<file path="src/rtl/strobe_defs.sv">
// Shared definitions for the multi-channel strobe generator.
// Mode and channel state encodings used by every channel.
package strobe_defs;

  localparam logic MODE_CONTINUOUS = 1'b0;
  localparam logic MODE_BURST      = 1'b1;

  typedef enum logic {
    ST_IDLE = 1'b0,
    ST_RUN  = 1'b1
  } ch_state_t;

endpackage

</file>
<file path="src/rtl/strobe_channel.sv">
// One strobe channel: period down-counter plus burst FSM.
// All outputs are registered.
module strobe_channel
  import strobe_defs::*;
#(
  parameter int PERIOD_WIDTH = 16,
  parameter int BURST_WIDTH  = 8
) (
  input  logic                    clk,
  input  logic                    rst_n,
  input  logic                    enable,
  input  logic                    mode,
  input  logic [PERIOD_WIDTH-1:0] period,
  input  logic [BURST_WIDTH-1:0]  burst_count,
  input  logic                    start,
  output logic                    strobe,
  output logic                    busy,
  output logic                    done
);

  localparam int PW = PERIOD_WIDTH;
  localparam int BW = BURST_WIDTH;

  ch_state_t      state_q;
  ch_state_t      state_d;
  logic           mode_q;
  logic           mode_d;
  logic [PW-1:0]  cnt_q;
  logic [PW-1:0]  cnt_d;
  logic [PW-1:0]  cnt_cur;
  logic [PW-1:0]  reload_val;
  logic [BW-1:0]  rem_q;
  logic [BW-1:0]  rem_d;

  logic run_burst;
  logic tick;
  logic last;
  logic en_idle;
  logic en_burst;
  logic en_cont;
  logic en_arm;
  logic fin;
  logic strobe_d;
  logic busy_d;
  logic done_d;

  assign reload_val = (period == '0) ? '0
                    : period - PW'(1);

  // Outside RUN the counter reads as P-1 of the
  // live period, so reset and idle need no load.
  assign cnt_cur   = (state_q == ST_RUN) ? cnt_q
                   : reload_val;
  assign run_burst = (state_q == ST_RUN) &&
                     (mode_q == MODE_BURST);
  assign tick      = (cnt_cur == '0);
  assign last      = (rem_q == BW'(1));

  assign en_idle  = !enable;
  assign en_burst = enable && run_burst;
  assign en_cont  = enable && !run_burst &&
                    (mode == MODE_CONTINUOUS);
  assign en_arm   = enable && !run_burst &&
                    (mode == MODE_BURST);

  always_ff @(posedge clk or negedge rst_n) begin
    if (!rst_n) begin
      state_q <= ST_IDLE;
      mode_q  <= MODE_CONTINUOUS;
      cnt_q   <= '0;
      rem_q   <= '0;
      strobe  <= 1'b0;
      busy    <= 1'b0;
      done    <= 1'b0;
    end else begin
      state_q <= state_d;
      mode_q  <= mode_d;
      cnt_q   <= cnt_d;
      rem_q   <= rem_d;
      strobe  <= strobe_d;
      busy    <= busy_d;
      done    <= done_d;
    end
  end

  always_comb begin
    state_d = ST_IDLE;
    mode_d  = mode_q;
    cnt_d   = reload_val;
    rem_d   = rem_q;
    unique case (1'b1)
      en_idle: begin
        state_d = ST_IDLE;
      end
      en_burst: begin
        state_d = (tick && last) ? ST_IDLE
                : ST_RUN;
        cnt_d   = tick ? reload_val
                : cnt_cur - PW'(1);
        if (tick) begin
          rem_d = rem_q - BW'(1);
        end
      end
      en_cont: begin
        state_d = ST_RUN;
        mode_d  = MODE_CONTINUOUS;
        cnt_d   = tick ? reload_val
                : cnt_cur - PW'(1);
      end
      en_arm: begin
        if (start && (burst_count != '0)) begin
          state_d = ST_RUN;
          mode_d  = MODE_BURST;
          rem_d   = burst_count;
        end
      end
      default: begin
        state_d = ST_IDLE;
      end
    endcase
  end

  // Busy stays up through the Done cycle of a burst.
  always_comb begin
    fin      = en_burst && tick && last;
    strobe_d = (en_burst || en_cont) && tick;
    done_d   = fin || (en_arm && start &&
                       (burst_count == '0));
    busy_d   = (state_d == ST_RUN) || fin;
  end

endmodule

</file>
<file path="src/rtl/strobe_generator_multi.sv">
// Multi-channel programmable strobe source.
// Replicates one independent channel per bus slice.
module strobe_generator_multi #(
  parameter int CHANNELS     = 4,
  parameter int PERIOD_WIDTH = 16,
  parameter int BURST_WIDTH  = 8
) (
  input  logic                             Clock,
  input  logic                             Reset,
  input  logic [CHANNELS-1:0]              Enable_i,
  input  logic [CHANNELS-1:0]              Mode_i,
  input  logic [CHANNELS*PERIOD_WIDTH-1:0] Period_i,
  input  logic [CHANNELS*BURST_WIDTH-1:0]  BurstCount_i,
  input  logic [CHANNELS-1:0]              Start_i,
  output logic [CHANNELS-1:0]              Strobe_o,
  output logic [CHANNELS-1:0]              Busy_o,
  output logic [CHANNELS-1:0]              Done_o
);

  for (genvar n = 0; n < CHANNELS; n++) begin : g_ch
    strobe_channel #(
      .PERIOD_WIDTH(PERIOD_WIDTH),
      .BURST_WIDTH (BURST_WIDTH)
    ) u_ch (
      .clk        (Clock),
      .rst_n      (Reset),
      .enable     (Enable_i[n]),
      .mode       (Mode_i[n]),
      .period     (Period_i[n*PERIOD_WIDTH +: PERIOD_WIDTH]),
      .burst_count(BurstCount_i[n*BURST_WIDTH +: BURST_WIDTH]),
      .start      (Start_i[n]),
      .strobe     (Strobe_o[n]),
      .busy       (Busy_o[n]),
      .done       (Done_o[n])
    );
  end

endmodule

</file>
<file path="config.mk">
export PLATFORM = sky130hd
export DESIGN_NAME = strobe_generator_multi
export DESIGN_NICKNAME = d
export VERILOG_FILES = /design/src/rtl/strobe_defs.sv /design/src/rtl/strobe_channel.sv /design/src/rtl/strobe_generator_multi.sv
export SDC_FILE = /design/constraint.sdc
export NUM_CORES = 1
export LEC_CHECK = 0
export BUFFER_PORTS_ARGS = -buffer_cell sky130_fd_sc_hd__buf_2
export CORE_MARGIN = 1
export CORE_UTILIZATION = 57
export DETAILED_ROUTE_END_ITERATION = 10
export PLACE_DENSITY_LB_ADDON = 0.05
export RECOVER_POWER = 50
export SLEW_MARGIN = 20
export SYNTH_ARGS = -nofsm -noshare
export SYNTH_HDL_FRONTEND = slang
export SYNTH_SLANG_ARGS = --single-unit
</file>
<file path="constraint.sdc">
create_clock -name Clock -period 11.1 [get_ports Clock]
set_input_delay 2.775 -clock Clock [delete_from_list [all_inputs] [get_ports Clock]]
set_output_delay 2.775 -clock Clock [all_outputs]
set_load 0.01 [all_outputs]
</file>
Yosys cells after proc, flatten, opt, wreduce, memory -nomap -nowiden

Index checks and enable logic that the tools add are counted.
Widths: inputs -> output; s select.

Logic and storage cells: 204
Input bits: 110
Register bits after elaboration: 116

Equality and inequality tests: 12
Bitwise operators: 4
Reductions and logical operators: 100
Add/sub/neg operators: 12
Multiplexer cells: 48

Operators with widths:

| kind                  | number |
|---|---|
| $mux 16               | 16 |
| $logic_not 16->1      | 8 |
| $sub 16x1->16 const B | 8 |
| $mux 8                | 8 |
| $pmux 8 s2            | 4 |
| $logic_and 1x1->1     | 48 |
| $eq 8x1->1 const B    | 4 |
| $logic_not 8->1       | 4 |
| $reduce_bool 8->1     | 4 |
| $sub 8x1->8 const B   | 4 |
| $reduce_bool 2->1     | 8 |
| $logic_or 1x1->1      | 12 |
| $mux 1                | 12 |
| $pmux 1 s3            | 4 |
| $reduce_and 3->1      | 4 |
| $ne 2x1->1 const B    | 4 |
| $ne 2x2->1 const B    | 4 |
| $pmux 1 s2            | 4 |
| $reduce_and 2->1      | 4 |
| $reduce_or 2->1       | 4 |
| $logic_not 1->1       | 4 |
| $not 1->1             | 4 |

Logic depth before layout (Yosys ltp)

Depth after elaboration: 8
Gate-level depth with buffers: 17
Gate-level depth less buffers: 14

Cells and area by module

A second synthesis with hierarchy kept.

Cells, all modules: 1389
Area, all modules: 10934.2 um^2

Modules (own cells, without submodules):

| module                            | area an instance (um^2) | times used | cells each | sequential area each (um^2) |
|---|---|---|---|---|
| strobe_channel (g_ch[0].u_ch ...) | 2676.3                  | 2          | 334        | 725.7 |
| strobe_channel (g_ch[2].u_ch)     | 2824.0                  | 1          | 362        | 725.7 |
| strobe_channel (g_ch[3].u_ch)     | 2757.6                  | 1          | 359        | 725.7 |

Least setup slack after synthesis

Ideal clock, no wire load.

Path kind: input to register
From: input Period_i[16]
To: register g_ch[1].u_ch.cnt_q[14]
Library setup time: 129 ps
Data arrival time: 6056 ps
Data required time: 10971 ps
Path slack: 4915 ps
Stages: 17
Cell sequence: clkbuf_1 inv_1 ha_1 or4b_2 nor4_2 buf_2 nor3_1 a21oi_1 ha_1 nor2b_1 a32oi_1 nor3b_2 and3_1 buf_2 a21boi_0 a311oi_1 nor3_1

Longest elaborated chain between the ends: 6
Elaborated cells between the ends (all ways): 8
Those cells by class: 2 x add/sub; 4 x mux; 2 x reduce/logical

RTL lines:

| what                                                     | RTL line                                                          | text |
|---|---|---|
| from (decl)                                              | strobe_generator_multi.sv:12                                      | `input logic [CHANNELS*PERIOD_WIDTH-1:0] Period_i,` |
| $sub 16x1->16 / $logic_not 16->1 (equally long branches) | strobe_channel.sv:48, strobe_channel.sv:47                        |  |
| $mux 16 (*)                                              | strobe_channel.sv:47                                              | `assign reload_val = (period == '0) ? '0` |
| $mux 16                                                  | strobe_channel.sv:52                                              | `assign cnt_cur = (state_q == ST_RUN) ? cnt_q` |
| $sub 16x1->16 / $logic_not 16->1 (equally long branches) | strobe_channel.sv:99, strobe_channel.sv:108, strobe_channel.sv:56 |  |
| $mux 16                                                  | strobe_channel.sv:98, strobe_channel.sv:107                       |  |
| $mux 16 (*)                                              | --                                                                |  |
| net g_ch[1].u_ch.cnt_d[14]                               | strobe_channel.sv:29                                              | `logic [PW-1:0] cnt_d;` |
| to (signal assigned)                                     | strobe_channel.sv:78                                              | `cnt_q <= cnt_d;` |
| to (decl)                                                | strobe_channel.sv:28                                              | `logic [PW-1:0] cnt_q;` |

Mark *: on every way through the listed nets, which the timed path passes. The rest lies on a longest branch.
A chain may end at the register's enable or synchronous reset.

==> impl_metrics.json <==
{
  "status": "finished, violations left",
  "violations": "DRC, capacitance limit, slew limit",
  "die_area_um2": 19390,
  "drv_cap": 2,
  "final_cells": 1739,
  "cts_tree": "done",
  "critPathSlowestCell": "clkbuf_1",
  "drive_gt1_frac": 0.1278,
  "cts_buffers": 17,
  "powerDensity_nw_per_um2": 137.4,
  "setup-violations-final": 0,
  "drv_slew": 119,
  "ios": 122,
  "synth_top_family_by_area": "simple AND/OR/NAND/NOR gates",
  "holdWs_ns": 0.5029,
  "overflow": 0,
  "reg2reg_setup_slack_ns": 7.73,
  "grt_first_pass_wirelength_mm": 47.17,
  "cts_root_buf": "clkbuf_16",
  "path_cells": "clkbuf_1 -> clkbuf_1",
  "vias": 11090,
  "peakVddDrop_v": 0.0001098,
  "cpPeakStageDelay_ns": 2.35,
  "ys_warn_count": 0,
  "drtIter0Drc": 927,
  "synthCells": 1438,
  "cpMostUsedCell": "clkbuf_1",
  "ys_ff_latch": 116,
  "finalHoldViolations": 0,
  "cts_resized": 0,
  "cpLargestDelayFamily": "buffers and inverters",
  "synthSimpleGateAreaFrac": 0.3101,
  "antenna_found_initial": 1,
  "tightest_slew_ns": 3.211,
  "synth_compound_area_frac": 0.2605,
  "startpoint_type": "input pin",
  "grt_start_max_net_pins": 62,
  "r2r_cells": 9,
  "syn-cell-area_um2": 10730,
  "syn_area_per_cell_um2": 7.465,
  "placement_rows": 49,
  "timing.rr.start": "g_ch[3].u_ch.state_q",
  "hold_path_class": "flip-flop to flip-flop",
  "synth-seq-area-share": 0.2704,
  "finish.utilization": 0.6516,
  "clk_latency_ns": 0.41,
  "arrival_ns": 7.41,
  "r2r-end": "g_ch[3].u_ch.cnt_q[14]",
  "synthMuxAreaShare": 0.009908,
  "tns_ns": 0,
  "clock_path_buffers": 2,
  "fin_skew_ns": 0.01520,
  "synthAdderAreaFrac": 0.02798,
  "antenna_cells": 0,
  "cp.required_ns": 10.91,
  "hpwlAfterDp_mm": 20.29,
  "worstSetupPathType": "input pin to async pin",
  "cts_num_sinks": 116,
  "p_total_w": 0.001630,
  "yosys.area_share.xor_xnor": 0.06691,
  "wl_mm": 27.98,
  "clk_pin_slew_ns": 0.05,
  "portBuffers": 121,
  "ys_types": 81,
  "drc": 4,
  "drtPass1Iterations": 8,
  "gr-usage-all-layers": 0.2924,
  "slew_headroom": -1.140,
  "area_delta_synth_final_pct": 10.54,
  "postRouteAntennaNets": 0,
  "grt_pass1_vias": 10020,
  "synth-main-ff-cell": "dfrtp_1",
  "syn-num-nets": 1572,
  "holdBufCountCts": 0,
  "p_leak_nw": 4.611,
  "post_cts.repair.setup_buffers": 0,
  "coreArea_um2": 18210,
  "cp_max_fo": 60,
  "htree_levels": 4,
  "rsz0062_at_grt": "no",
  "synth-edff-count": 0,
  "critPathCaptureType": "async pin",
  "gp_congestion": 0.9295,
  "max_freq_mhz": 131.4,
  "final_net_count": 1631,
  "crit_start": "Reset",
  "die_w_um": 139.2,
  "via_per_inst": 6.376,
  "dp_cells": 1707,
  "finalCriticalPeriod_ns": 7.608,
  "start_util": 0.5895,
  "async_flop_share": 1.000,
  "post-route-period-util": 0.6854,
  "crit_end": "g_ch[0].u_ch.rem_q[1]",
  "wl_per_cell_um": 16.09,
  "die_h_um": 139.2,
  "path_depth": 2,
  "crit_buf_inv": 2
}
-- area by class of cell --
class | count | area (um^2)
Sequential cell | 116 | 2903
Clock inverter | 11 | 132.6
Timing Repair Buffer | 132 | 664.4
Tap cell | 229 | 286.5
Inverter | 42 | 157.7
Clock buffer | 21 | 460.4
Multi-Input combinational cell | 1188 | 7261
Fill cell | 1614 | 6344
-- worst min path at each step --
stage,endpoint,depth (start not counted),start
3_3_place_gp,g_ch[3].u_ch.mode_q,2,g_ch[3].u_ch.mode_q
4_1_cts,g_ch[3].u_ch.mode_q,2,g_ch[3].u_ch.mode_q
6_report,g_ch[0].u_ch.rem_q[6],2,g_ch[0].u_ch.rem_q[6]
3_5_place_dp,g_ch[3].u_ch.mode_q,2,g_ch[3].u_ch.mode_q
2_1_floorplan,g_ch[3].u_ch.mode_q,2,g_ch[3].u_ch.mode_q
5_1_grt,g_ch[0].u_ch.rem_q[7],2,g_ch[0].u_ch.rem_q[7]
-- registers in the layout, indices dropped and copies added, names as in the netlist --
signal / cells
g_ch.u_ch.state_q: 4
g_ch.u_ch.mode_q: 4
g_ch.u_ch.done: 4
g_ch.u_ch.cnt_q: 64
g_ch.u_ch.rem_q: 32
g_ch.u_ch.busy: 4
g_ch.u_ch.strobe: 4
-- Yosys cell counts (all sizes together) (26+ instances only) --
cell type  count  share of area
a21oi        103          0.048
a31oi         30          0.017
buf           35          0.019
clkbuf        57          0.020
dfrtp        116           0.27
inv           41          0.014
nand2        122          0.043
nand3         46          0.021
nor2         175          0.061
nor3          69          0.032
nor3b         26          0.019
nor4          47          0.031
o21ai        101          0.047
xnor2         47          0.038
xor2          35          0.029
-- kinds of logic (layout without fill, tap and decap cells) --
logic type | Yosys count | count (layout)
AND/OR/NAND/NOR | 642 | 642
AO/OA/AOI/OAI | 430 | 430
buffers and inverters | 134 | 206
flip-flops | 116 | 116
XOR/XNOR | 82 | 82
adder cells (fa/ha/maj) | 24 | 24
multiplexers | 10 | 10
-- cell usage in the layout (no fill, tap or decap), types with 25 or more instances in the layout --
| cell | n |
|---|---|
| xnor2_1 | 47 |
| dfrtp_1 | 116 |
| inv_1 | 41 |
| nand2_1 | 122 |
| nor3_1 | 69 |
| nor2_1 | 175 |
| o21ai_0 | 99 |
| a31oi_1 | 29 |
| xor2_1 | 35 |
| buf_2 | 105 |
| nor3b_1 | 25 |
| nor4_1 | 43 |
| nand3_1 | 45 |
| a21oi_1 | 103 |
-- where the power goes --
part | internal, W | total (W) | switching, W
clock | 0.000362 | 0.000553 | 0.000191
sequential | 0.000511 | 0.000593 | 0.0000819
combinational | 0.000196 | 0.000484 | 0.000288
total | 0.00107 | 0.00163 | 0.000561
-- stage by stage --
step                setup slack (ns)  cell area [um^2]
global route                   2.309             11870
finish                         3.492             11870
global placement               4.407             11290
CTS                            4.706             11880
floorplan                      4.915             10730
detailed placement             4.265             11290
-- metal layers --
layer	part of all wire	wire, um	track usage
met1	0.46	12870	0.4046
met2	0.48	13300	0.4708
met3	0.051	1430	0.04749
met4	0.013	364	0.08480
met5	0.00036	10	0
No activity file was read; power rests on OpenSTA's default activity.
